===== config.mk =====
export PLATFORM = sky130hd
export DESIGN_NAME = pe_pass_scheduler
export DESIGN_NICKNAME = d
export VERILOG_FILES = /design/src/rtl/pe_pass_scheduler.sv
export SDC_FILE = /design/constraint.sdc
export NUM_CORES = 1
export LEC_CHECK = 0
export BUFFER_PORTS_ARGS = -buffer_cell sky130_fd_sc_hd__buf_4
export CAP_MARGIN = 30
export CORE_MARGIN = 10
export CORE_UTILIZATION = 53
export CTS_BUF_LIST = sky130_fd_sc_hd__clkbuf_2 sky130_fd_sc_hd__clkbuf_4 sky130_fd_sc_hd__clkbuf_8
export DETAILED_ROUTE_END_ITERATION = 8
export PLACE_DENSITY = 0.84
export SETUP_SLACK_MARGIN = 0.15
export SKIP_CTS_REPAIR_TIMING = 1
export SYNTH_ARGS = -nofsm -noshare
export SYNTH_HDL_FRONTEND = slang
export SYNTH_SLANG_ARGS = --single-unit

===== constraint.sdc =====
create_clock -name clk -period 1.7 [get_ports clk]
set_input_delay 0.17 -clock clk [delete_from_list [all_inputs] [get_ports clk]]
set_output_delay 0.17 -clock clk [all_outputs]
set_load 0.005 [all_outputs]

===== src/rtl/pe_pass_scheduler.sv =====
// pe_pass_scheduler: lets NUM_REQ requesters share one PE using round-robin arbitration.
//   Each granted job runs PASSES back-to-back PE passes, one per filter row, so psums
//   accumulate across passes. The owner then gets a completion response.
// Latency: req to gnt/pe_en is 1 cycle. The next pass launches 1 cycle after pe_done.
//   rsp_valid rises 1 cycle after the last pe_done. The earliest next job starts 2 cycles
//   after the response handshake.
// Backpressure: in RESP, rsp_valid/rsp_id and gnt are held and the PE stays idle until
//   rsp_ready is seen.
// Ports:
//   clk, rst                        - clock; synchronous active-high reset
//   req[NUM_REQ]                    - level requests
//   gnt / sel                       - one-hot and binary owner; they steer the external
//                                     FILTER/DATA/PSUM input muxes
//   pass_idx, pe_en, pe_done        - filter-row select, PE start pulse, PE done pulse
//   rsp_valid/rsp_id/rsp_err/rsp_ready - completion response handshake
//   busy                            - high whenever the scheduler is not IDLE
// Option macro PE_TIMEOUT_EN:
//   When defined, a WAIT watchdog of TIMEOUT_CYCLES cycles abandons the job and returns
//   rsp_err=1. When undefined, rsp_err is tied low and WAIT waits indefinitely.
module pe_pass_scheduler #(
   parameter int NUM_REQ        = 4,
   parameter int PASSES         = 3,
   parameter int SEL_W          = $clog2(NUM_REQ),
   parameter int PASS_W         = (PASSES > 1) ? $clog2(PASSES) : 1,
   parameter int TIMEOUT_CYCLES = 32
) (
   input  logic               clk,
   input  logic               rst,
   input  logic [NUM_REQ-1:0] req,
   output logic [NUM_REQ-1:0] gnt,
   output logic [SEL_W-1:0]   sel,
   output logic [PASS_W-1:0]  pass_idx,
   output logic               pe_en,
   input  logic               pe_done,
   output logic               rsp_valid,
   output logic [SEL_W-1:0]   rsp_id,
   output logic               rsp_err,
   input  logic               rsp_ready,
   output logic               busy
);

   typedef enum logic [1:0] {S_IDLE, S_LAUNCH, S_WAIT, S_RESP} state_t;

   localparam logic [SEL_W:0]    NUM_REQ_X = (SEL_W+1)'(NUM_REQ);
   localparam logic [SEL_W-1:0]  LAST_REQ  = SEL_W'(NUM_REQ - 1);
   localparam logic [PASS_W-1:0] LAST_PASS = PASS_W'(PASSES - 1);

   state_t               state_q;
   logic [SEL_W-1:0]     ptr_q;
   logic [NUM_REQ-1:0]   gnt_q;
   logic [SEL_W-1:0]     sel_q;
   logic [PASS_W-1:0]    pass_q;
   logic                 pe_en_q;
   logic                 rsp_valid_q;
   logic [SEL_W-1:0]     rsp_id_q;
   logic                 busy_q;

`ifdef PE_TIMEOUT_EN
   localparam int               CNT_W    = $clog2(TIMEOUT_CYCLES + 1);
   localparam logic [CNT_W-1:0] CNT_LAST = CNT_W'(TIMEOUT_CYCLES - 1);
   logic [CNT_W-1:0] cnt_q;
   logic             rsp_err_q;
`endif

   // Round-robin pick. The scan runs from the farthest offset back toward ptr, so the
   // last hit written is the first set bit at or above ptr, wrapping modulo NUM_REQ.
   logic             pick_vld_d;
   logic [SEL_W-1:0] pick_idx_d;
   logic [SEL_W:0]   cand;
   always_comb begin
      pick_vld_d = 1'b0;
      pick_idx_d = '0;
      cand       = '0;
      for (int k = NUM_REQ - 1; k >= 0; k--) begin
         cand = {1'b0, ptr_q} + (SEL_W+1)'(k);
         if (cand >= NUM_REQ_X) cand = cand - NUM_REQ_X;
         if (req[cand[SEL_W-1:0]]) begin
            pick_vld_d = 1'b1;
            pick_idx_d = cand[SEL_W-1:0];
         end
      end
   end

   // The pointer moves just past the owner that was served, so that owner drops to
   // lowest priority for the next pick.
   logic [SEL_W-1:0] ptr_d;
   assign ptr_d = (sel_q == LAST_REQ) ? '0 : sel_q + SEL_W'(1);

   always_ff @(posedge clk) begin
      if (rst) begin
         state_q     <= S_IDLE;
         ptr_q       <= '0;
         gnt_q       <= '0;
         sel_q       <= '0;
         pass_q      <= '0;
         pe_en_q     <= 1'b0;
         rsp_valid_q <= 1'b0;
         rsp_id_q    <= '0;
         busy_q      <= 1'b0;
`ifdef PE_TIMEOUT_EN
         cnt_q       <= '0;
         rsp_err_q   <= 1'b0;
`endif
      end else begin
         case (state_q)
            S_IDLE: begin
               if (pick_vld_d) begin
                  state_q <= S_LAUNCH;
                  gnt_q   <= NUM_REQ'(1) << pick_idx_d;
                  sel_q   <= pick_idx_d;
                  pass_q  <= '0;
                  pe_en_q <= 1'b1;
                  busy_q  <= 1'b1;
               end
            end
            S_LAUNCH: begin
               // pe_done is deliberately not looked at here. The PE cannot finish in
               // the same cycle it is started.
               state_q <= S_WAIT;
               pe_en_q <= 1'b0;
`ifdef PE_TIMEOUT_EN
               cnt_q   <= '0;
`endif
            end
            S_WAIT: begin
               if (pe_done) begin
                  if (pass_q == LAST_PASS) begin
                     state_q     <= S_RESP;
                     rsp_valid_q <= 1'b1;
                     rsp_id_q    <= sel_q;
`ifdef PE_TIMEOUT_EN
                     rsp_err_q   <= 1'b0;
`endif
                  end else begin
                     pass_q  <= pass_q + PASS_W'(1);
                     state_q <= S_LAUNCH;
                     pe_en_q <= 1'b1;
                  end
               end
`ifdef PE_TIMEOUT_EN
               else if (cnt_q == CNT_LAST) begin
                  // TIMEOUT_CYCLES WAIT cycles have passed with no done.
                  // Abandon the remaining passes and report an error.
                  state_q     <= S_RESP;
                  rsp_valid_q <= 1'b1;
                  rsp_id_q    <= sel_q;
                  rsp_err_q   <= 1'b1;
               end else begin
                  cnt_q <= cnt_q + CNT_W'(1);
               end
`endif
            end
            S_RESP: begin
               if (rsp_ready) begin
                  state_q     <= S_IDLE;
                  gnt_q       <= '0;
                  rsp_valid_q <= 1'b0;
                  ptr_q       <= ptr_d;
                  busy_q      <= 1'b0;
`ifdef PE_TIMEOUT_EN
                  rsp_err_q   <= 1'b0;
`endif
               end
            end
            default: state_q <= S_IDLE;
         endcase
      end
   end

   assign gnt       = gnt_q;
   assign sel       = sel_q;
   assign pass_idx  = pass_q;
   assign pe_en     = pe_en_q;
   assign rsp_valid = rsp_valid_q;
   assign rsp_id    = rsp_id_q;
   assign busy      = busy_q;
`ifdef PE_TIMEOUT_EN
   assign rsp_err   = rsp_err_q;
`else
   assign rsp_err   = 1'b0;
`endif

endmodule


---- Word level (Yosys, flattened, before mapping) ----
Cells that the tools add are included.
word-level totals
  register bits ........................... 17
  input bits .............................. 8
  output and inout port bits .............. 14
  word-level logic and storage cells ...... 92
operators by class
  add/sub/neg operators ................... 9
  magnitude comparators ................... 8
  eq/ne operators ......................... 10
  shift operators ......................... 1
  multiplexer cells ....................... 42
  reduce and logical (&&, ||, !) cells .... 13
operators by type and width
  operator                                                               number
  2-bit 2-to-1 mux                                                       16
  1-bit 2-to-1 mux                                                       14
  2-bit by 3-bit < comparator with 1-bit output, second input constant   4
  4-bit AND reduction                                                    3
  2-bit inequality test, second input constant                           5
  3-bit >= comparator, second input constant                             3
  3-bit AND reduction                                                    3
  1-bit binary-select mux with 2-bit select                              4
  2-bit equality test, second input constant                             4
  4-bit 2-to-1 mux                                                       2
  2-bit one-hot mux with 4 select lines                                  1
  4-bit one-hot mux with 2 select lines                                  1
  2-bit by 1-bit subtractor with 2-bit output, second input constant     4
  2-bit by 2-bit adder with 3-bit output, second input constant          2
  2-bit nonzero test                                                     3
  2-bit by 1-bit adder with 2-bit output, second input constant          2
  1-bit one-hot mux with 2 select lines                                  2
  2-bit one-hot mux with 2 select lines                                  1
  2-bit AND reduction                                                    2
  1-bit by 2-bit left shift with 4-bit output, first input constant      1
  2-bit by 1-bit adder with 3-bit output, second input constant          1
  2-bit by 3-bit >= comparator with 1-bit output, second input constant  1
  1-bit one-hot mux with 3 select lines                                  1
  3-bit nonzero test                                                     1
  2 further kinds                                                        2

---- Longest topological paths before layout ----
  depth after elaboration ................. 12
  gate-level depth with buffers ........... 6
  gate-level depth less buffers ........... 6

---- Least setup slack after synthesis ----
OpenSTA, ideal clock, no wires.
  path kind ............................... register to register
  from .................................... reg pass_q[0], in the netlist pass_idx[0]
  to ...................................... reg pass_q[0], in the netlist pass_idx[0]
  library setup time ...................... 0.128 ns
  arrival ................................. 1.276 ns
  data required time ...................... 1.572 ns
  setup slack ............................. 0.297 ns
  cell stages (with the launch flop) ...... 7
  buffers on the path ..................... 0
  clock period less this slack ............ 1.403 ns
  cells stage by stage .................... dfxtp_1 -> inv_1 -> ha_1 -> nand3b_1 -> mux2_2 -> a2bb2oi_1 -> nor2_1
between the ends
  cells in the longest elaborated chain, start to end .. 4
  elaborated cells between the ends (all ways) .. 7
  classes of those cells .................. add/sub: 1; eq/ne: 2; mux: 3; reduce/logical: 1
RTL lines
  item                                    line  RTL
  start, declared                         52    logic [PASS_W-1:0] pass_q;
  start signal, assigned                  135   pass_q <= pass_q + PASS_W'(1);
  2-bit by 1-bit adder with 2-bit output  135
  2-bit 2-to-1 mux                        127   if (pass_q == LAST_PASS) begin
  2-bit 2-to-1 mux                        126   if (pe_done) begin
  2-bit one-hot mux with 2 select lines   105   case (state_q)
Several ways; a longest one is shown, not always the timed one. The select of a mux whose other input is x is not followed.
A chain may end at the register's enable or synchronous reset.

---- Worst setup path in the final report ----
Same ends and word-level chain as after synthesis.

==> flow_summary_export.csv <==
group,metric,value,unit
yosys,synth_common_cells,"dfxtp_1, nor2_1, a21oi_1",
routing,wl_per_cell,14.3,µm
critical_path,worstPathCellList,"inv_1 -> ha_1 -> nand3b_1 -> mux2_2 -> a2bb2oi_1 -> nor2_1",
floorplanning,die_y,60.2,µm
critical_path,start_kind,"flip-flop",
critical_path,slowest_delay,360,ps
sta,setup_viol,0,
yosys,yosys.area_share.simple,0.293,
clocking,clkSlewWorstSetupHoldPaths,100,ps
finish,nets,126,
yosys,yosysTopAreaCell,"dfxtp_1",
finish,area_delta_synth_final,19.8,%
sta,rsz0062_at_grt,"false",
finish,post-route-util,0.675,
routing,ant_nets,0,
sta,max_freq,682,MHz
global_routing,grt_pass1_wl,3070,µm
yosys,synthesis.nets,106,
global_routing,grt-ovfl-total,0,
routing,vias_per_cell,5.64,
sta,min_period,1470,ps
global_routing,grt_start_max_net_pins,19,
routing,drtIter0Drc,7,
floorplanning,std_cell_rows,14,
yosys,muxShareOfSynthArea,0.0598,
job,drv_cap,0,
floorplanning,core_area,1520,µm²
critical_path,worstSetupPathType,"reg -> reg",
yosys,synthAdderAreaFrac,0.0292,
yosys,synth_top_family_by_area,"simple AND/OR/NAND/NOR gates",
sta,timing.final.crit_share,0.862,
run_status,outcome,"complete, no violations",
yosys,synth-edff-count,0,
critical_path,cp.arrival,1650,ps
floorplanning,die_area,3630,µm²
yosys,synth_area,858,µm²
finish,drive_above_1_share,0.296,
yosys,yosys_most_used_dff,"dfxtp_1",
yosys,syn_area_per_cell,8.94,µm²
clocking,numCtsBuffers,3,
clocking,clk_latency,290,ps
critical_path,required,1890,ps
yosys,synth_area_leaders,"dfxtp_1, a21oi_1, mux2i_1",
placed_design,io_buffers,20,
yosys,synthArstFlopShare,0,
power,power.leakage,0.445,nW
yosys,yosys.area_share.xor_xnor,0,
global_routing,grt_pass1_vias,689,
clocking,clkSinkCount,17,
sta,drv_slew,0,
placed_design,hpwl,1470,µm
critical_path,crit_path_end_kind,"flip-flop",
sta,hold_viol_final,0,
placed_design,routabilityCongestion,0.804,
hold_path,hold_class,"in -> reg",
sta,setup_tns,0,ps
clocking,ctsLongestPathBuffers,2,
yosys,yosysMostFrequentCell,"dfxtp_1",
routing,remaining_drc_errors,0,
critical_path,slowest_stage,"dfxtp_2",
yosys,syn-instance-count,96,
global_routing,grt_usage,0.111,
routing,first_pass_iters,2,
floorplanning,io_pins,22,
power,power_density,797,nW/µm²
power,ir_worst_vdd,0.488,mV
yosys,yosys_warnings,0,
floorplanning,start_util,0.563,
finish,diodes,0,
clocking,cts-root-buf,"clkbuf_4",
floorplanning,die_w,60.2,µm
yosys,ys_seq_area_frac,0.397,
yosys,synth_compound_area_frac,0.171,
yosys,synth-seq-cells,17,
yosys,synth_top_area_frac,0.397,
sta,clock_skew,4.42,ps
yosys,yosysUniqueCellTypes,33,
clocking,cts_tree,"built",
routing,routed-via-count,739,
critical_path,worstPathMaxFanout,4,
global_routing,grt_antenna_before_repair,0,
clocking,h-tree-depth,1,
routing,wl,1870,µm
==> stage by stage <==
| step | cells | power (mW) | hold WS, ps | worst slack (ps) | instance area [µm²] |
|---|---|---|---|---|---|
| final | 131 | 0.819 | 158 | 234 | 1030 |
| after CTS | 131 | 0.823 | 151 | 206 | 1030 |
| after global placement | 127 | 0.603 | 444 | 286 | 1000 |
| after detailed placement | 127 | 0.607 | 456 | 225 | 1000 |
| after global routing | 131 | 0.864 | 164 | 166 | 1030 |
| after floorplan | 96 | 0.551 | 239 | 297 | 858 |
==> logic make-up after synthesis <==
group	count (synthesis)
flops	17
mux	5
other cells	1
fa+ha+maj	2
compound gates	24
buf+inv	8
simple gates	39
==> layer usage <==
| layer | track usage | vias up | routed length, µm |
|---|---|---|---|
| li1 | - | 379 | - |
| met1 | 0.127 | 336 | 852 |
| met4 | 0.109 | 0 | 76 |
| met2 | 0.160 | 18 | 824 |
| met5 | 0 | - | 0 |
| met3 | 0.0275 | 6 | 119 |
==> path summary, 6_finish.rpt <==
kind                                          startpoint  slack [ps]  depth (start not counted)                        to
worst max register to register  pass_idx[0]$_SDFFE_PP0P_         230                          6  pass_idx[0]$_SDFFE_PP0P_
worst max-delay path            pass_idx[0]$_SDFFE_PP0P_         230                          6  pass_idx[0]$_SDFFE_PP0P_
worst min-delay path                                 rst         160                          2       sel[1]$_SDFFE_PP0P_
worst min register to register         busy$_SDFFE_PP0P_         460                          2         busy$_SDFFE_PP0P_
==> registers in the layout, indices dropped and copies added (netlist names) <==
| signal | flops |
|---|---|
| busy | 1 |
| gnt | 4 |
| pass_idx | 2 |
| pe_en | 1 |
| ptr_q | 2 |
| rsp_id | 2 |
| rsp_valid | 1 |
| sel | 2 |
| state_q | 2 |
==> power by group <==
group / switching, mW / total (mW) / leakage [nW] / internal, mW
Sequential: 0.0257 / 0.447 / 0.139 / 0.421
Combinational: 0.0746 / 0.150 / 0.288 / 0.0756
Clock: 0.134 / 0.222 / 0.0177 / 0.0876
Total: 0.235 / 0.819 / 0.445 / 0.585
==> critical path: cells and delay by family, from the launching register on <==
kind | cells | cell delay [ps]
DFF | 1 | 360
muxes | 1 | 300
and+or+nand+nor | 2 | 280
adders and majority gates | 1 | 220
AOI/OAI and AO/OA | 1 | 150
buffers and inverters | 1 | 60
==> cell usage in the layout (no fill, tap or decap), types with 3 or more instances in the layout <==
cell and count:
nor2_1 10, a21oi_1 9, inv_1 3, dfxtp_1 16, o31ai_1 4, buf_4 20
nand2_1 7, nand4b_1 4, o21ai_0 6, mux2i_1 4, clkbuf_4 3
==> area by class of cell <==
class	instances	area, µm²
tap	16	20.0
clock inverter	1	5.00
inverter	3	11.3
timing repair buffer	20	150
multi-input combinational	71	478
clock buffer	3	22.5
fill	127	495
sequential	17	342
Power figures use the tool's default switching activity.
